`src/rtl/alu_cmd_sequencer.sv`:
```
// Command FIFO + issue FSM in front of the combinational 8-bit ALU; registers the ALU result.
// Optional macro ALU_CMDSEQ_ZERO_FLAG_EN adds a registered res_zero output.
module alu_cmd_sequencer #(
  parameter int DEPTH  = 4,
  parameter int DATA_W = 8,
  parameter int CTRL_W = 4
) (
  input  logic              clk,
  input  logic              rst,
  input  logic              cmd_valid,
  output logic              cmd_ready,
  input  logic [CTRL_W-1:0] cmd_ctrl,
  input  logic [DATA_W-1:0] cmd_x,
  input  logic [DATA_W-1:0] cmd_y,
  output logic [CTRL_W-1:0] alu_ctrl,
  output logic [DATA_W-1:0] alu_x,
  output logic [DATA_W-1:0] alu_y,
  input  logic [DATA_W-1:0] alu_out,
  input  logic              alu_carry,
  output logic              res_valid,
  input  logic              res_ready,
  output logic [DATA_W-1:0] res_data,
  output logic              res_carry,
`ifdef ALU_CMDSEQ_ZERO_FLAG_EN
  output logic              res_zero,
`endif
  output logic              busy
);
  localparam int PW = $clog2(DEPTH);
  localparam int CW = PW + 1;

  typedef struct packed {
    logic [CTRL_W-1:0] ctrl;
    logic [DATA_W-1:0] x;
    logic [DATA_W-1:0] y;
  } cmd_t;

  typedef enum logic [1:0] {IDLE, EXEC, HOLD} state_t;

  state_t            state_q, state_d;
  cmd_t              mem_q [DEPTH];
  logic [PW-1:0]     wr_ptr_q, rd_ptr_q;
  logic [CW-1:0]     count_q, count_d;
  cmd_t              issue_q;
  logic              res_valid_q;
  logic [DATA_W-1:0] res_data_q;
  logic              res_carry_q;
  logic              push, pop, capture, release_res;

  // Ready depends only on the registered count, so a full FIFO never sees push+pop.
  assign cmd_ready = (count_q != CW'(DEPTH));
  assign push      = cmd_valid && cmd_ready;

  always_comb begin
    state_d     = state_q;
    pop         = 1'b0;
    capture     = 1'b0;
    release_res = 1'b0;
    case (state_q)
      IDLE: if (count_q != '0) begin
        pop     = 1'b1;
        state_d = EXEC;
      end
      EXEC: begin
        capture = 1'b1;
        state_d = HOLD;
      end
      HOLD: if (res_ready) begin
        release_res = 1'b1;
        if (count_q != '0) begin
          pop     = 1'b1;
          state_d = EXEC;
        end else begin
          state_d = IDLE;
        end
      end
      default: state_d = IDLE;
    endcase
    count_d = count_q + CW'(push) - CW'(pop);
  end

  always_ff @(posedge clk or posedge rst) begin
    if (rst) begin
      state_q     <= IDLE;
      wr_ptr_q    <= '0;
      rd_ptr_q    <= '0;
      count_q     <= '0;
      issue_q     <= '0;
      res_valid_q <= 1'b0;
      res_data_q  <= '0;
      res_carry_q <= 1'b0;
    end else begin
      state_q <= state_d;
      count_q <= count_d;
      if (push) wr_ptr_q <= wr_ptr_q + 1'b1;
      if (pop) begin
        rd_ptr_q <= rd_ptr_q + 1'b1;
        issue_q  <= mem_q[rd_ptr_q];
      end
      if (capture) begin
        res_valid_q <= 1'b1;
        res_data_q  <= alu_out;
        res_carry_q <= alu_carry;
      end else if (release_res) begin
        res_valid_q <= 1'b0;
      end
    end
  end

  // Storage needs no reset: the count alone decides which entries are live.
  always_ff @(posedge clk) begin
    if (push) mem_q[wr_ptr_q] <= '{ctrl: cmd_ctrl, x: cmd_x, y: cmd_y};
  end

`ifdef ALU_CMDSEQ_ZERO_FLAG_EN
  logic res_zero_q;
  always_ff @(posedge clk or posedge rst) begin
    if (rst)          res_zero_q <= 1'b0;
    else if (capture) res_zero_q <= (alu_out == '0);
  end
  assign res_zero = res_zero_q;
`endif

  assign alu_ctrl  = issue_q.ctrl;
  assign alu_x     = issue_q.x;
  assign alu_y     = issue_q.y;
  assign res_valid = res_valid_q;
  assign res_data  = res_data_q;
  assign res_carry = res_carry_q;
  assign busy      = (state_q != IDLE) || (count_q != '0);
endmodule

```
`config.mk`:
```
export PLATFORM = sky130hd
export DESIGN_NAME = alu_cmd_sequencer
export DESIGN_NICKNAME = d
export VERILOG_FILES = /design/src/rtl/alu_cmd_sequencer.sv
export SDC_FILE = /design/constraint.sdc
export NUM_CORES = 1
export LEC_CHECK = 0
export ABC_CLOCK_PERIOD_IN_PS = 3500
export CORE_AREA = 2 2 92 94
export CTS_CLUSTER_DIAMETER = 200
export DETAILED_ROUTE_END_ITERATION = 7
export DIE_AREA = 0 0 94 96
export GPL_TIMING_DRIVEN = 0
export PLACE_DENSITY = 0.89
export SYNTH_ARGS = -nofsm -noshare
export SYNTH_HDL_FRONTEND = slang
export SYNTH_SLANG_ARGS = --single-unit
```
`constraint.sdc`:
```
create_clock -name clk -period 3.5 [get_ports clk]
set_input_delay 0.7 -clock clk [delete_from_list [all_inputs] [get_ports clk]]
set_output_delay 0.7 -clock clk [all_outputs]
set_load 0.01 [all_outputs]
```
==> out/qor.yml <==
outcome:
  status: "complete, no violations"
cells_and_area:
  multiInputGateArea_mm2: 0.001132
  final_area_mm2: 0.005944
  layout.area.seq_mm2: 0.003378
  drive_gt1_share_pct: 28.39
  nNetsFinal: 337
  num_antenna_cells: 0
  synthToLayoutAreaGrowth_pct: 29.42
  num-fill-cells: 456
setup_path:
  timing.rr.end: "count_q[2]"
  critPathKind: "primary input to register"
  r2r_start: "state_q[1]"
  end_kind: "register"
  r2r_setup_slack_ns: 1.08
  cpPeakStageDelay_ns: 0.50
  worstSetupStartpoint: "res_ready"
  worstSetupStartpointType: "primary input"
  reg2reg_depth: 10
  worstPathMaxFanout: 10
  crit_chain: "clkdlybuf4s50_1 > and2b_1 > nor3_4 > buf_4 > ha_1 > inv_1 > ha_1 > inv_1 > fa_1 > xnor2_1 > xnor2_1"
  critPathTopFamily: "buffers and inverters"
  required_ns: 3.88
  arrival_ns: 3.09
  crit_path_top_delay_cell: "clkdlybuf4s50_1"
  worst-path-buf-inv: 4
power_and_ir_drop:
  p_per_area_mw_per_mm2: 971.3
  p_leak_nw: 2.222
  ir_drop_v: 0.0005421
clock_tree:
  path_clk_slew_ns: 0.05
  cts.path.max_buffers: 2
  post-cts-setup-buffers: 0
  clock_latency_ns: 0.52
  ctsRootBufferMaster: "clkbuf_8"
  cts_sinks: 119
  cts_resized: 0
  cts_max_level: 4
  cts_buffers: 17
  cts.hold.buffers_added: 0
  cts_tree: "done"
place:
  io_buffers: 64
  dp_hpwl_um: 4744
  placed_area_mm2: 0.005365
  gp_congestion: 0.6946
worst_hold_path:
  hold_depth: 1
  hp-start: "res_data[3]"
  hold_path.class: "register to register"
  holdPathEnd: "res_data[3]"
timing:
  rsz0062_at_grt: "false"
  finalHoldViolations: 0
  hold_slack_ns: 0.5004
  min_period_over_period_pct: 77.32
  finalSetupViolCount: 0
  drv_slew: 0
  clock_skew_ns: 0.01557
  fmax_ghz: 0.3695
  fin_crit_ns: 2.706
  finalSetupTns_ns: 0
  slew_headroom_pct: 28.14
  worst_slew_pin_slew_ns: 1.078
floorplanning:
  rows: 33
  ios: 65
  fp.dieH_um: 96
  initial_utilization_pct: 57.05
  die-area_mm2: 0.009024
  core_area_mm2: 0.008051
  die_w_um: 94
drt:
  routed-via-count: 2255
  viasPerCell: 5.434
  antenna_left: 0
  dr.pass1.iters: 5
  avgRoutedWirePerCell_um: 19.15
  wirelength_um: 7949
  drcViolationCount: 0
  drt_iter0_drc: 120
yosys:
  synthTopCellsByArea: "edfxtp_1 (52%), dfrtp_1 (21%), mux4_2 (8.8%)"
  seq_area_frac_synth_pct: 73.55
  avgSynthCellArea_um2: 21.46
  yosys_warnings: 0
  synth_largest_type_area_fraction_pct: 52.30
  syn_inst: 214
  synth.distinct_cells: 28
  synth_top_area_cell: "edfxtp_1"
  synth_nets: 254
  synth-seq-cells: 119
  synth_area_mm2: 0.004593
global_routing:
  overflow: 0
  grt_max_degree: 40
  track_usage_pct: 19.84
  grt_pass1_vias: 2370
  grt_first_pass_wirelength_um: 12560
  antenna_found_initial: 0
job:
  max_cap_viol_count: 0
per-layer routing:
metal  up-vias  global-route usage (%)  wire length (um)  share of wire (%)
met4         0                   9.179               156                2.0
met5         -                       0                 0                  0
li1       1008                       -                 -                  -
met1      1167                   24.04              3255                 41
met3        13                   6.891               411                5.2
met2        67                   32.44              4126                 52
how the worst max path moves through the flow:
| stage | endpoint | cells after the start | slack [ns] |
|---|---|---|---|
| 2_1_floorplan | count_q[2] | 10 | 1.0 |
| 3_3_place_gp | count_q[2] | 11 | 0.36 |
| 3_5_place_dp | count_q[2] | 11 | 0.31 |
| 4_1_cts | cmd_ready | 3 | 0.79 |
| 5_1_grt | count_q[2] | 11 | 0.61 |
| 6_report | count_q[2] | 11 | 0.79 |
power by group:
part | internal, mW | switching, mW | total, mW
sequential | 1.97 | 0.228 | 2.20
combinational | 1.13 | 0.771 | 1.90
clock | 1.08 | 0.602 | 1.68
through the flow:
stage	power [mW]	worst slack, ns	cells	util, %
6_report	5.774	0.7937	415	73.83
5_1_grt	6.065	0.6133	415	73.83
4_1_cts	5.840	0.7875	415	73.83
3_5_place_dp	4.122	0.3080	383	66.64
3_3_place_gp	4.035	0.3607	383	66.64
2_1_floorplan	3.426	0.9969	214	-
Yosys cell counts (all sizes together):
cell,n
a31oi,1
and2b,1
and3,4
buf,7
clkbuf,1
dfrtp,39
edfxtp,80
fa,1
ha,6
inv,7
mux2,30
mux4,20
nand2,2
nand3b,1
nor2,2
nor2b,1
nor3,3
nor4b,1
o21ai,1
or3b,1
xnor2,3
xor2,2
area by class of cell:
cell class,instances,area share (%)
clock inverter,13,2.652
multi-input combinational,80,19.05
clock buffer,19,7.093
timing repair buffer,64,10.78
inverter,7,0.4420
tap,105,2.210
sequential,119,56.83
buffer,8,0.9472
logic make-up (layout without fill, tap and decap cells):
family / Yosys count / after routing / synth area share, %
muxes: 50 / 50 / 18.80
xor gates and xnor gates: 5 / 5 / 0.9536
DFF: 119 / 119 / 73.55
buffers and inverters: 15 / 111 / 1.798
AOI/OAI and AO/OA: 2 / 2 / 0.2451
and+or+nand+nor: 16 / 16 / 2.588
adders and majority gates: 7 / 7 / 2.070
cells in the final DEF (no fill, tap or decap), types with 2 or more instances in the layout:
cell	count
xor2_1	2
buf_4	2
clkbuf_16	16
mux2_2	12
xnor2_1	3
clkinv_2	2
and3_1	4
mux4_1	2
clkbuf_1	3
dfrtp_1	39
clkdlybuf4s50_1	64
buf_6	2
buf_2	3
ha_1	6
nor2_1	2
edfxtp_1	80
inv_1	6
bufinv_16	3
clkinvlp_4	6
mux4_2	18
mux2_4	18
nor3_4	2
state kept, by name (all words and copies together) (netlist names), 3 cells and up:
signal / cells
alu_ctrl: 4
alu_x: 8
alu_y: 8
count_q: 3
mem_q: 80
res_data: 8
No activity file was read; power rests on OpenSTA's default activity.
==> RTL edit: new RTL, config.mk and constraints unchanged <==
Change the parameter `CTRL_W` from 4 to 6.
--- a/src/rtl/alu_cmd_sequencer.sv
+++ b/src/rtl/alu_cmd_sequencer.sv
@@ -3,7 +3,7 @@
 module alu_cmd_sequencer #(
   parameter int DEPTH  = 4,
   parameter int DATA_W = 8,
-  parameter int CTRL_W = 4
+  parameter int CTRL_W = 6
 ) (
   input  logic              clk,
   input  logic              rst,
Interface: changed (resized alu_ctrl and cmd_ctrl); port bits go from 65 to 69. No check against the original RTL was run, so the function may have changed too.
==> RTL edit against the original RTL <==
- global-route usage rose by 2.6 points
- critical path depth unchanged
- power grew 8.6%
- combinational power is 10% higher
- area after synthesis up 8.4%
- wire length up 17%
- sequential cell count up 10
- cell area grew 7.8%
- worst setup slack worse by 0.13 ns
- critical path type unchanged
- largest cell class unchanged
==> RTL edit: results (changes against the original RTL) <==
.. list-table::
   :header-rows: 1

   * - Metric
     - Value
   * - Tightest slew margin relative to the limit
     - 15.0% (was 28.1%)
   * - Count of cell types in the netlist
     - 29 (was 28)
   * - Mux share of post-synthesis cell area
     - 18.9% (was 18.8%)
   * - Wire length of the first global-routing pass
     - 14200 um (was 12600 um)
   * - Met3 wire length
     - 542 um (was 411 um)
   * - Post-place setup slack
     - 0.203 ns (was 0.308 ns)
   * - Average routed wire per standard cell
     - 21.5 um (was 19.2 um)
   * - CP max stage delay
     - 0.52 ns (was 0.50 ns)
   * - Number of flops mapped to enable cells by yosys
     - 88 (was 80)
   * - Result of the run
     - complete, no violations (unchanged)
   * - Number of optimization iterations in the first detailed-route pass
     - 4 (was 5)
   * - Static leakage
     - 2.40 nW (was 2.22 nW)
   * - Endpoint with the worst hold slack
     - res_data[4] (was res_data[3])
   * - NumNets Final
     - 358 (was 337)
   * - Number of flip-flops under the largest register name
     - 88 (was 80)
   * - Fraction of layout cells with a size suffix above 1
     - 27.1% (was 28.4%)
   * - Post-Synth XOR/XNOR Area
     - 0.880% (was 0.953%)
   * - Net count after synthesis
     - 271 (was 254)
   * - Via count
     - 2495 (was 2255)
   * - Clk_skew
     - 0.0143 ns (was 0.0156 ns)
   * - Number of global-route vias before repair
     - 2651 (was 2370)
   * - Internal reg-to-reg setup slack
     - 0.96 ns (was 1.08 ns)
   * - Seq/Total Area, Yosys
     - 73.7% (was 73.5%)
   * - HPWL after detailed placement
     - 5520 um (was 4740 um)
   * - Largest cells by area after synthesis
     - sky130_fd_sc_hd__edfxtp_1 (53%), sky130_fd_sc_hd__dfrtp_1 (21%), sky130_fd_sc_hd__mux4_2 (8.1%) (was sky130_fd_sc_hd__edfxtp_1 (52%), sky130_fd_sc_hd__dfrtp_1 (21%), sky130_fd_sc_hd__mux4_2 (8.8%))
   * - WHS
     - 0.505 ns (was 0.500 ns)
   * - Post-route met1 wirelength
     - 3890 um (was 3260 um)
   * - Largest net degree at the start of global routing
     - 42 (was 40)
   * - Slowest-stage cell, CP
     - sky130_fd_sc_hd__clkdlybuf4s50_1 (unchanged)
   * - VDD IR-drop max
     - 0.000484 V (was 0.000542 V)
   * - Gr usage total
     - 22.4% (was 19.8%)
   * - Hold Startpoint
     - res_data[4] (was res_data[3])
   * - Arrival time at the worst endpoint
     - 3.26 ns (was 3.09 ns)
   * - Post-synth ARST share
     - 31.8% (was 32.8%)
   * - Met2 Routed Length
     - 4800 um (was 4130 um)
   * - Placer Congestion
     - 0.723 (was 0.695)
   * - IO Port Bufs
     - 68 (was 64)
[RTL edit: cells by family after synthesis]
kind of cell	Yosys count
buffers and inverters	16
muxes	54
adders and majority gates	7
xor gates and xnor gates	5
DFF	129
and+or+nand+nor	16
AOI/OAI and AO/OA	2
[RTL edit: routing by layer]
metal / vias to the layer above / GRT usage [%]
met5: - / 0
met3: 6 / 6.66
li1: 1079 / -
met1: 1308 / 28.7
met4: 0 / 9.06
met2: 102 / 36.7
[RTL edit: worst max path at each step]
stage	endpoint	slack, ns	start	cells past startpoint
6_report	count_q[2]	0.67	res_ready	11
5_1_grt	count_q[2]	0.59	res_ready	11
4_1_cts	count_q[2]	0.69	res_ready	11
3_5_place_dp	count_q[2]	0.20	res_ready	11
3_3_place_gp	count_q[2]	0.28	res_ready	11
2_1_floorplan	count_q[2]	0.94	res_ready	10
[RTL edit: metrics by stage]
stage	instance area (um^2)	std cells	util, %
floorplan	4980	229	-
global placement	5790	402	71.9
detailed placement	5790	402	71.9
CTS	6410	434	79.6
global route	6410	434	79.6
finish	6410	434	79.6
[RTL edit: area by class of cell]
cell class                 instances  area [um^2]
buffer                             9         83.8
inverter                           7         26.3
clock inverter                    13          185
fill                             409         1650
clock buffer                      19          432
multi-input combinational         84         1200
sequential                       129         3670
timing repair buffer              68          681
tap                              105          131
[RTL edit: worst max-delay path, delay by kind of cell]
family / cells / cell delay [ns]
buffers and inverters: 4 / 0.93
XOR/XNOR: 2 / 0.32
AND/OR/NAND/NOR: 2 / 0.54
adder cells (fa/ha/maj): 3 / 0.76
[RTL edit: power by group]
| group | switching, mW | internal (mW) |
|---|---|---|
| sequential | 0.238 | 2.13 |
| combinational | 0.870 | 1.22 |
| clock | 0.637 | 1.17 |
| total | 1.74 | 4.53 |
